File: src/rtl/relay_station_credit_if.sv
// Stream channel bundle for the credit-based relay station.
// The producer/consumer side uses the master modport; the relay station uses slave.
interface relay_station_credit_if #(
    parameter int DATA_WIDTH = 32,
    parameter int CNT_WIDTH  = 4
);
    // Write side
    logic                  if_full_n;
    logic                  if_write_ce;
    logic                  if_write;
    logic [DATA_WIDTH-1:0] if_din;

    // Read side
    logic                  if_empty_n;
    logic                  if_read_ce;
    logic                  if_read;
    logic [DATA_WIDTH-1:0] if_dout;

    // Status
    logic [CNT_WIDTH-1:0]  if_credit;
    logic                  if_overflow;

    modport master (
        input  if_full_n,
        output if_write_ce,
        output if_write,
        output if_din,
        input  if_empty_n,
        output if_read_ce,
        output if_read,
        input  if_dout,
        input  if_credit,
        input  if_overflow
    );

    modport slave (
        output if_full_n,
        input  if_write_ce,
        input  if_write,
        input  if_din,
        output if_empty_n,
        input  if_read_ce,
        input  if_read,
        output if_dout,
        output if_credit,
        output if_overflow
    );
endinterface

File: src/rtl/relay_station_credit.sv
// Credit-based relay station: LEVEL register stages carry data forward and
// credits back, and a DEPTH-entry FWFT buffer sits at the receiving end.
// The sender can only launch a word while it holds a credit, so the buffer
// cannot overflow for any LEVEL; the overflow flag only flags a broken design.
module relay_station_credit #(
    parameter int DATA_WIDTH = 32,
    parameter int DEPTH      = 8,
    parameter int LEVEL      = 2,
    parameter int CNT_WIDTH  = $clog2(DEPTH + 1)
) (
    input  logic                   clk,
    input  logic                   reset,
    relay_station_credit_if.slave  bus
);

    localparam int AW = (DEPTH > 1) ? $clog2(DEPTH) : 1;

    // Sender side
    logic [CNT_WIDTH-1:0]  credit;
    logic                  full_n;
    logic                  acc;

    // Path endpoints
    logic                  push;
    logic [DATA_WIDTH-1:0] push_data;
    logic                  ret;

    // Receiver buffer
    logic [DATA_WIDTH-1:0] mem [DEPTH];
    logic [AW-1:0]         waddr;
    logic [AW-1:0]         raddr;
    logic [CNT_WIDTH-1:0]  used;
    logic                  empty_n;
    logic                  buf_full;
    logic                  pop;
    logic                  wr_en;
    logic                  drop;
    logic                  overflow;

    function automatic logic [AW-1:0] bump(input logic [AW-1:0] p);
        return (p == AW'(DEPTH - 1)) ? '0 : p + AW'(1);
    endfunction

    assign full_n = (credit != '0);
    assign acc    = bus.if_write & bus.if_write_ce & full_n;

    // Credit counter: spend on accept, regain on returned credit; both at once cancel.
    always_ff @(posedge clk) begin
        if (reset) begin
            credit <= CNT_WIDTH'(DEPTH);
        end else if (acc && !ret) begin
            credit <= credit - CNT_WIDTH'(1);
        end else if (!acc && ret) begin
            credit <= credit + CNT_WIDTH'(1);
        end
    end

    generate
        if (LEVEL == 0) begin : g_fwd_wire
            assign push      = acc;
            assign push_data = bus.if_din;
        end else begin : g_fwd_pipe
            logic [LEVEL-1:0]      fwd_valid;
            logic [DATA_WIDTH-1:0] fwd_data [LEVEL];

            // Forward valid bits: the only part of the data path that is reset.
            always_ff @(posedge clk) begin
                if (reset) begin
                    fwd_valid <= '0;
                end else begin
                    fwd_valid[0] <= acc;
                    for (int unsigned k = 1; k < LEVEL; k++) begin
                        fwd_valid[k] <= fwd_valid[k-1];
                    end
                end
            end

            // Forward data registers shift every cycle without reset.
            always_ff @(posedge clk) begin
                fwd_data[0] <= bus.if_din;
                for (int unsigned k = 1; k < LEVEL; k++) begin
                    fwd_data[k] <= fwd_data[k-1];
                end
            end

            assign push      = fwd_valid[LEVEL-1];
            assign push_data = fwd_data[LEVEL-1];
        end
    endgenerate

    generate
        if (LEVEL == 0) begin : g_ret_wire
            assign ret = pop;
        end else begin : g_ret_pipe
            logic [LEVEL-1:0] ret_valid;

            // Return path: one credit bit per pop, delayed LEVEL cycles.
            always_ff @(posedge clk) begin
                if (reset) begin
                    ret_valid <= '0;
                end else begin
                    ret_valid[0] <= pop;
                    for (int unsigned k = 1; k < LEVEL; k++) begin
                        ret_valid[k] <= ret_valid[k-1];
                    end
                end
            end

            assign ret = ret_valid[LEVEL-1];
        end
    endgenerate

    assign empty_n  = (used != '0);
    assign buf_full = (used == CNT_WIDTH'(DEPTH));
    assign pop      = bus.if_read & bus.if_read_ce & empty_n;
    // A pop in the same cycle frees the slot a push into a full buffer needs.
    assign wr_en    = push & (~buf_full | pop);
    assign drop     = push & buf_full & ~pop;

    // Buffer storage: written on accepted pushes, never reset.
    always_ff @(posedge clk) begin
        if (wr_en) begin
            mem[waddr] <= push_data;
        end
    end

    // Pointers and occupancy of the receiver buffer.
    always_ff @(posedge clk) begin
        if (reset) begin
            waddr <= '0;
            raddr <= '0;
            used  <= '0;
        end else begin
            if (wr_en) begin
                waddr <= bump(waddr);
            end
            if (pop) begin
                raddr <= bump(raddr);
            end
            if (wr_en && !pop) begin
                used <= used + CNT_WIDTH'(1);
            end else if (!wr_en && pop) begin
                used <= used - CNT_WIDTH'(1);
            end
        end
    end

    // Sticky overflow flag, cleared only by reset.
    always_ff @(posedge clk) begin
        if (reset) begin
            overflow <= 1'b0;
        end else if (drop) begin
            overflow <= 1'b1;
        end
    end

    assign bus.if_full_n   = full_n;
    assign bus.if_empty_n  = empty_n;
    assign bus.if_dout     = mem[raddr];
    assign bus.if_credit   = credit;
    assign bus.if_overflow = overflow;

endmodule

File: src/flat_wrapper.sv
// flat-port wrapper written by rule: the top's interface ports become plain ports
module relay_station_credit_flat 
#(
    parameter int DATA_WIDTH = 32,
    parameter int DEPTH      = 8,
    parameter int LEVEL      = 2,
    parameter int CNT_WIDTH  = $clog2(DEPTH + 1)
)
  (clk, reset, bus_if_full_n, bus_if_write_ce, bus_if_write, bus_if_din, bus_if_empty_n, bus_if_read_ce, bus_if_read, bus_if_dout, bus_if_credit, bus_if_overflow);
  relay_station_credit_if #(.DATA_WIDTH(DATA_WIDTH), .CNT_WIDTH(CNT_WIDTH)) bus_i ();
  input  logic clk;
  input  logic reset;
  output wire logic [$bits(bus_i.if_full_n)-1:0] bus_if_full_n;
  input wire logic [$bits(bus_i.if_write_ce)-1:0] bus_if_write_ce;
  input wire logic [$bits(bus_i.if_write)-1:0] bus_if_write;
  input wire logic [$bits(bus_i.if_din)-1:0] bus_if_din;
  output wire logic [$bits(bus_i.if_empty_n)-1:0] bus_if_empty_n;
  input wire logic [$bits(bus_i.if_read_ce)-1:0] bus_if_read_ce;
  input wire logic [$bits(bus_i.if_read)-1:0] bus_if_read;
  output wire logic [$bits(bus_i.if_dout)-1:0] bus_if_dout;
  output wire logic [$bits(bus_i.if_credit)-1:0] bus_if_credit;
  output wire logic [$bits(bus_i.if_overflow)-1:0] bus_if_overflow;
  assign bus_if_full_n = bus_i.if_full_n;
  assign bus_i.if_write_ce = bus_if_write_ce;
  assign bus_i.if_write = bus_if_write;
  assign bus_i.if_din = bus_if_din;
  assign bus_if_empty_n = bus_i.if_empty_n;
  assign bus_i.if_read_ce = bus_if_read_ce;
  assign bus_i.if_read = bus_if_read;
  assign bus_if_dout = bus_i.if_dout;
  assign bus_if_credit = bus_i.if_credit;
  assign bus_if_overflow = bus_i.if_overflow;
  relay_station_credit #(.DATA_WIDTH(DATA_WIDTH), .DEPTH(DEPTH), .LEVEL(LEVEL), .CNT_WIDTH(CNT_WIDTH)) u_core (.clk(clk), .reset(reset), .bus(bus_i));
endmodule
File: config.mk
export PLATFORM = sky130hd
export DESIGN_NAME = relay_station_credit_flat
export DESIGN_NICKNAME = d
export VERILOG_FILES = /design/src/rtl/relay_station_credit_if.sv /design/src/rtl/relay_station_credit.sv /design/src/flat_wrapper.sv
export SDC_FILE = /design/constraint.sdc
export NUM_CORES = 1
export LEC_CHECK = 0
export CAP_MARGIN = 15
export CORE_MARGIN = 2
export CORE_UTILIZATION = 55
export DETAILED_ROUTE_END_ITERATION = 6
export GPL_TIMING_DRIVEN = 0
export PLACE_DENSITY = 0.85
export SYNTH_ARGS = -nofsm -noshare
export SYNTH_HDL_FRONTEND = slang
export SYNTH_SLANG_ARGS = --single-unit
File: constraint.sdc
create_clock -name clk -period 4.65 [get_ports clk]
set_input_delay 0.465 -clock clk [delete_from_list [all_inputs] [get_ports clk]]
set_output_delay 0.465 -clock clk [all_outputs]
set_load 0.1 [all_outputs]
Word-level counts from Yosys, hierarchy flattened
Memories as Yosys holds them, arrays and structs flattened. A register that Yosys moved wholly into a read port is not among the register bits. Cells that the tools add are included.

Bits in writable memories: 320. Bits of input ports: 38. Output and inout bits: 39. Memories kept: 2. Flip-flop bits (word level): 19. Word-level logic and storage cells: 50.

Memory list: u_core.mem (words 8, bits a word 32, rd ports 1, clocked after Yosys merged registers in 1, wr ports 1, line relay_station_credit.sv:29) `logic [DATA_WIDTH-1:0] mem [DEPTH];`; u_core.g_fwd_pipe.fwd_data (words 2, bits a word 32, rd ports 2, clocked after Yosys merged registers in 0, wr ports 2, line relay_station_credit.sv:64) `logic [DATA_WIDTH-1:0] fwd_data [LEVEL];`.

Eq/ne operators: 3. Bitwise operators: 10. Reduce and logical (&&, ||, !) cells: 12. $add $sub $neg: 6. Mux-type cells: 10.

Operators with widths (number): $mux W4 (4); $mux W3 (4); $add A4 B1 Y4 const B (2); $reduce_bool A4 Y1 (2); $sub A4 B1 Y4 const B (2); $and A1 B1 Y1 (7); $add A3 B1 Y3 const B (2); $eq A3 B3 Y1 const B (2); $eq A4 B4 Y1 const B (1); $logic_and A1 B1 Y1 (4); $logic_not A1 Y1 (4); $reduce_bool A2 Y1 (2); $mux W1 (2); $not A1 Y1 (2); $or A1 B1 Y1 (1).

Depth between registers and ports, before layout
Depth in word-level cells: 8. Mapped depth: 10. Gate-level depth less buffers: 10.

Worst setup path after synthesis
No wires, ideal clock.

Path type: register -> register. Start: register u_core.credit[0], in the netlist u_core.bus.if_credit[0]. End: register u_core.credit[3], in the netlist u_core.bus.if_credit[3]. Data required time: 4.523 ns. Library setup time: 0.127 ns. Data arrival time: 3.511 ns. Period minus slack after synthesis: 3.638 ns. Cell stages (with the launch flop): 9. Path buffers: 0. Slack: 1.012 ns. Cell sequence: dfxtp_1 or4_1 and3_1 ha_1 ha_1 nand3_1 and3_1 o31a_1 or3_1.

Cells in the longest elaborated chain, start to end: 5. Elaborated cells on any way between the ends: 10. Classes of those cells: add/sub (2); mux (2); bitwise (1); reduce/logical (5).

RTL lines: from (decl) (line relay_station_credit.sv:19) `logic [CNT_WIDTH-1:0] credit;`; from (signal assigned) (line relay_station_credit.sv:50) `credit <= CNT_WIDTH'(DEPTH);`; from (signal assigned) (line relay_station_credit.sv:52) `credit <= credit - CNT_WIDTH'(1);`; from (signal assigned) (line relay_station_credit.sv:54) `credit <= credit + CNT_WIDTH'(1);`; $reduce_bool A4 Y1 (*) (line relay_station_credit.sv:44) `assign full_n = (credit != '0);`; named net bus_if_full_n (line flat_wrapper.sv:13) `output wire logic [$bits(bus_i.if_full_n)-1:0] bus_if_full_n;`; $and A1 B1 Y1 (*) (line relay_station_credit.sv:45) `assign acc = bus.if_write & bus.if_write_ce & full_n;`; named net u_core.acc (line relay_station_credit.sv:21) `logic acc;`; $logic_not A1 Y1 (line relay_station_credit.sv:53) `end else if (!acc && ret) begin`; $logic_and A1 B1 Y1 (line relay_station_credit.sv:53); $reduce_bool A2 Y1 (no source line).

The timed path passes the listed nets; every way through them passes the cells marked *. The select of a mux whose other input is x is not followed. A chain may end at the register's enable or synchronous reset.

==> metrics.txt <==
# TYPE chip_impl_metric gauge
chip_impl_info{name="outcome",value="completed"} 1
chip_impl_metric{name="switching_share",unit="%"} 24.1
chip_impl_metric{name="mappedNetlistNets",unit=""} 606
chip_impl_metric{name="power.combinational.fraction",unit="%"} 12.2
chip_impl_metric{name="pre_cts_ws",unit="ps"} 1370
chip_impl_metric{name="power_frac_seq",unit="%"} 51.0
chip_impl_metric{name="die_width",unit="um"} 152
chip_impl_metric{name="vdd_drop_max",unit="mV"} 0.290
chip_impl_metric{name="grt_use_total",unit="%"} 19.6
chip_impl_metric{name="floorplan.die_area",unit="sq um"} 23200
chip_impl_metric{name="timing.reg2reg.setup_slack",unit="ps"} 1780
chip_impl_metric{name="holdBufCountCts",unit=""} 0
chip_impl_metric{name="power.density",unit="nW/um^2"} 457
chip_impl_metric{name="post_cts_resize_count",unit=""} 0
chip_impl_metric{name="power_switching",unit="mW"} 1.60
chip_impl_metric{name="ys_seq_area_share",unit="%"} 77.6
chip_impl_metric{name="antenna_cells_inserted",unit=""} 0
chip_impl_info{name="endpoint_kind",value="primary output"} 1
chip_impl_metric{name="synth.ff_latch_count",unit=""} 342
chip_impl_metric{name="placed_standard_cell_area",unit="sq um"} 13500
chip_impl_metric{name="timing.slew.headroom",unit="%"} 34.0
chip_impl_info{name="tritoncts",value="built"} 1
chip_impl_info{name="ctsRootBufferMaster",value="clkbuf_16"} 1
chip_impl_metric{name="design.core.area",unit="sq um"} 21800
chip_impl_metric{name="path_clk_slew",unit="ps"} 60
chip_impl_metric{name="routed_via_density",unit=""} 5.81
chip_impl_metric{name="finalHoldViolCount",unit=""} 0
chip_impl_metric{name="remaining_drc_errors",unit=""} 0
chip_impl_metric{name="avgSynthCellArea",unit="sq um"} 21.8
chip_impl_metric{name="cts-buffers-inserted",unit=""} 31
chip_impl_metric{name="grt_overflow",unit=""} 0
chip_impl_metric{name="grt_pass1_wl",unit="um"} 34500
chip_impl_metric{name="layout_worst_path_cycle_share",unit="%"} 83.2
chip_impl_metric{name="clock_insertion_delay_worst_skew",unit="ps"} 550
chip_impl_metric{name="dr.first_iter.drc_count",unit=""} 447
chip_impl_metric{name="grt_start_max_net_pins",unit=""} 25
chip_impl_metric{name="vias_in_the_first_global_route",unit=""} 5997
chip_impl_metric{name="floorplan.io_pins",unit=""} 77
chip_impl_metric{name="worst-endpoint-required",unit="ps"} 4180
chip_impl_metric{name="port_buffers",unit=""} 76
chip_impl_metric{name="worst_pin_slew",unit="ps"} 987
chip_impl_metric{name="detail_route.first_pass.iterations",unit=""} 5
chip_impl_metric{name="area_growth_syn_to_layout",unit="%"} 19.8
chip_impl_metric{name="row_count",unit=""} 54
chip_impl_metric{name="clock_tree.htree_level_count",unit=""} 1
chip_impl_metric{name="timing.max_cap.violations",unit=""} 0
chip_impl_metric{name="worst_reg2reg_path_length_in_cells",unit=""} 10
chip_impl_metric{name="power.clock.fraction",unit="%"} 36.9
chip_impl_metric{name="setup_ws_final",unit="ps"} 784
chip_impl_metric{name="dp_cells",unit=""} 930
chip_impl_metric{name="cp.arrival",unit="ps"} 3400
chip_impl_metric{name="wl_per_cell",unit="um"} 22.8
chip_impl_metric{name="netlist-cell-type-count",unit=""} 34
chip_impl_metric{name="via_count",unit=""} 5739
chip_impl_info{name="post_synth_main_area_contributors",value="edfxtp_1 63%, dfxtp_1 14%, mux4_1 8.7%"} 1
chip_impl_info{name="timing_worst_setup_path_type",value="flop to primary output"} 1
chip_impl_info{name="timing.rr.start",value="u_core.used[0]$_SDFFE_PP0P_"} 1
chip_impl_info{name="hold_path_class",value="flop to flop"} 1
chip_impl_metric{name="p_int",unit="mW"} 5.04
chip_impl_metric{name="synth.cell_area",unit="sq um"} 12100
chip_impl_metric{name="max_clock_freq",unit="MHz"} 259
chip_impl_info{name="setup_repair_after_global_routing_missed_its_margin",value="false"} 1
chip_impl_metric{name="start_util",unit="%"} 55.7
chip_impl_metric{name="final_cell_count_no_fill",unit=""} 988
chip_impl_info{name="crit-reg2reg-capture",value="u_core.used[3]$_SDFFE_PP0P_"} 1
chip_impl_metric{name="route.final.wire_length",unit="um"} 22500
chip_impl_metric{name="final.hold.worst_slack",unit="ps"} 327
chip_impl_metric{name="p_total",unit="mW"} 6.64
chip_impl_metric{name="nNetsFinal",unit=""} 733
chip_impl_info{name="synth_area_leader_cell",value="edfxtp_1"} 1
chip_impl_info{name="critical_path.startpoint_type",value="flop"} 1
chip_impl_metric{name="final_max_slew_viol_count",unit=""} 0
chip_impl_metric{name="ys_warns",unit=""} 0
chip_impl_metric{name="synth_cells",unit=""} 556
chip_impl_metric{name="final_period_minus_worst_setup_slack",unit="ps"} 3870
chip_impl_metric{name="clock_sink_count",unit=""} 342
chip_impl_metric{name="clock_path_buffers",unit=""} 3
chip_impl_metric{name="synth_top_area_share",unit="%"} 63.4
chip_impl_metric{name="setup_tns",unit="ps"} 0
chip_impl_metric{name="detailedPlacementHpwl",unit="um"} 14000
chip_impl_info{name="worstSetupEndpoint",value="bus_if_dout[13]"} 1
chip_impl_metric{name="total_leakage_power",unit="nW"} 4.85
chip_impl_metric{name="utilization",unit="%"} 66.8
chip_impl_metric{name="postCtsSetupRepairBufs",unit=""} 0
chip_impl_metric{name="ant_nets",unit=""} 0
chip_impl_metric{name="grt_antenna_before_repair",unit=""} 0
chip_impl_metric{name="drive_gt1_share",unit="%"} 20.3
chip_impl_metric{name="fin_worst_skew",unit="ps"} 13.4
chip_impl_metric{name="chipHeight",unit="um"} 152
chip_impl_metric{name="postLayoutCellArea",unit="sq um"} 14500
chip_impl_metric{name="final-setup-viol-count",unit=""} 0
chip_impl_metric{name="gpl_congestion",unit=""} 0.729
chip_impl_metric{name="worst-path-max-fanout",unit=""} 10
[logic make-up after synthesis]
logic type | synth area share (%)
buffers and inverters | 1.31
AOI/OAI and AO/OA | 0.805
adders and majority gates | 1.36
xor gates and xnor gates | 0.289
muxes | 16.4
and+or+nand+nor | 2.26
DFF | 77.6
[metal layers]
metal	vias to the layer above	GRT usage [%]	wire length, um
li1	2517	-	-
met1	2955	24.6	8510
met3	35	3.58	1400
met5	-	0.414	0
met2	232	35.2	12200
met4	0	5.34	406
[final cells by class]
cell class	instances	area, sq um
flip-flops and latches	342	9410
fillers	1355	7230
multi-input cells	186	2610
repair buffers	94	1010
clock buffers	40	820
well taps	280	350
clock inverters	18	171
plain buffers	22	136
inverters	6	22.5
[flip-flops by register name (all words and copies together), names as in the netlist, named ones only]
| signal | cells |
|---|---|
| u_core.mem | 256 |
| u_core.used | 4 |
| u_core.g_fwd_pipe.fwd_data | 64 |
| u_core.waddr | 3 |
| u_core.bus.if_overflow | 1 |
| u_core.g_fwd_pipe.fwd_valid | 2 |
| u_core.bus.if_credit | 4 |
| u_core.g_ret_pipe.ret_valid | 2 |
| u_core.raddr | 3 |
[power groups by stage]
stage | sequential (mW) | combinational (mW) | clock (mW)
floorplan | 3.45 | 0.600 | 0
global placement | 3.44 | 0.787 | 0
detailed placement | 3.45 | 0.810 | 0
CTS | 3.38 | 0.816 | 2.49
global route | 3.39 | 0.845 | 2.61
finish | 3.38 | 0.807 | 2.45
[worst max-delay path: stages, from the launching register on]
cell	delay, ps
dfxtp_1	310
buf_2	240
buf_1	610
mux4_1	410
mux2_2	310
clkdlybuf4s50_1	970
[Yosys cell counts]
library cell / count
nor4_1: 1
or3_1: 4
mux4_1: 40
nand3_2: 1
dfxtp_1: 86
a21bo_2: 1
nor2_1: 19
or2_2: 1
a21oi_1: 12
o21ai_1: 1
buf_2: 1
a211oi_1: 1
or4_1: 2
nand2_1: 8
edfxtp_1: 256
xnor2_1: 1
mux2_2: 33
a31oi_1: 1
clkbuf_1: 6
fa_1: 2
and3_1: 2
buf_6: 7
mux2i_1: 2
or3b_2: 3
nor2b_1: 4
inv_1: 6
xor2_1: 3
mux4_2: 24
nor3_1: 4
buf_1: 8
nand2b_1: 1
ha_1: 10
nand3_1: 4
o31a_1: 1
[worst min path at each step]
stage | end | startpoint | slack (ps) | depth (start not counted)
floorplan | u_core.g_fwd_pipe.fwd_data[0][32]$_DFF_P_ | u_core.g_fwd_pipe.fwd_data[0][0]$_DFF_P_ | 310 | 0
global placement | u_core.g_fwd_pipe.fwd_data[0][38]$_DFF_P_ | u_core.g_fwd_pipe.fwd_data[0][6]$_DFF_P_ | 310 | 0
detailed placement | u_core.g_fwd_pipe.fwd_data[0][41]$_DFF_P_ | u_core.g_fwd_pipe.fwd_data[0][9]$_DFF_P_ | 310 | 0
CTS | u_core.g_fwd_pipe.fwd_data[0][12]$_DFF_P_ | bus_if_din[12] | 330 | 1
global route | u_core.g_fwd_pipe.fwd_data[0][7]$_DFF_P_ | bus_if_din[7] | 330 | 1
finish | u_core.g_fwd_pipe.fwd_data[0][35]$_DFF_P_ | u_core.g_fwd_pipe.fwd_data[0][3]$_DFF_P_ | 330 | 0
[layout by cell type, fill, tap and decap left out, types with 2 or more instances in the layout]
cell type,Yosys,layout
nor2_1,19,15
nand3_1,4,4
clkbuf_1,6,14
bufinv_16,0,3
or3b_2,3,3
xor2_1,3,3
inv_1,6,6
or3_1,4,4
clkbuf_16,0,31
nor3_2,0,4
ha_1,10,10
mux4_1,40,40
nor2b_1,4,4
nor2_4,0,4
dfxtp_1,86,86
clkinv_1,0,3
and3_1,2,2
a21oi_1,12,12
edfxtp_1,256,256
mux2i_1,2,2
mux4_2,24,24
clkinv_2,0,9
clkdlybuf4s50_1,0,76
buf_1,8,8
fa_1,2,2
nand2_1,8,8
or4_1,2,2
buf_8,0,4
buf_6,7,17
mux2_2,33,33
buf_12,0,4
Note: power is estimated with default switching activity, not from simulation.
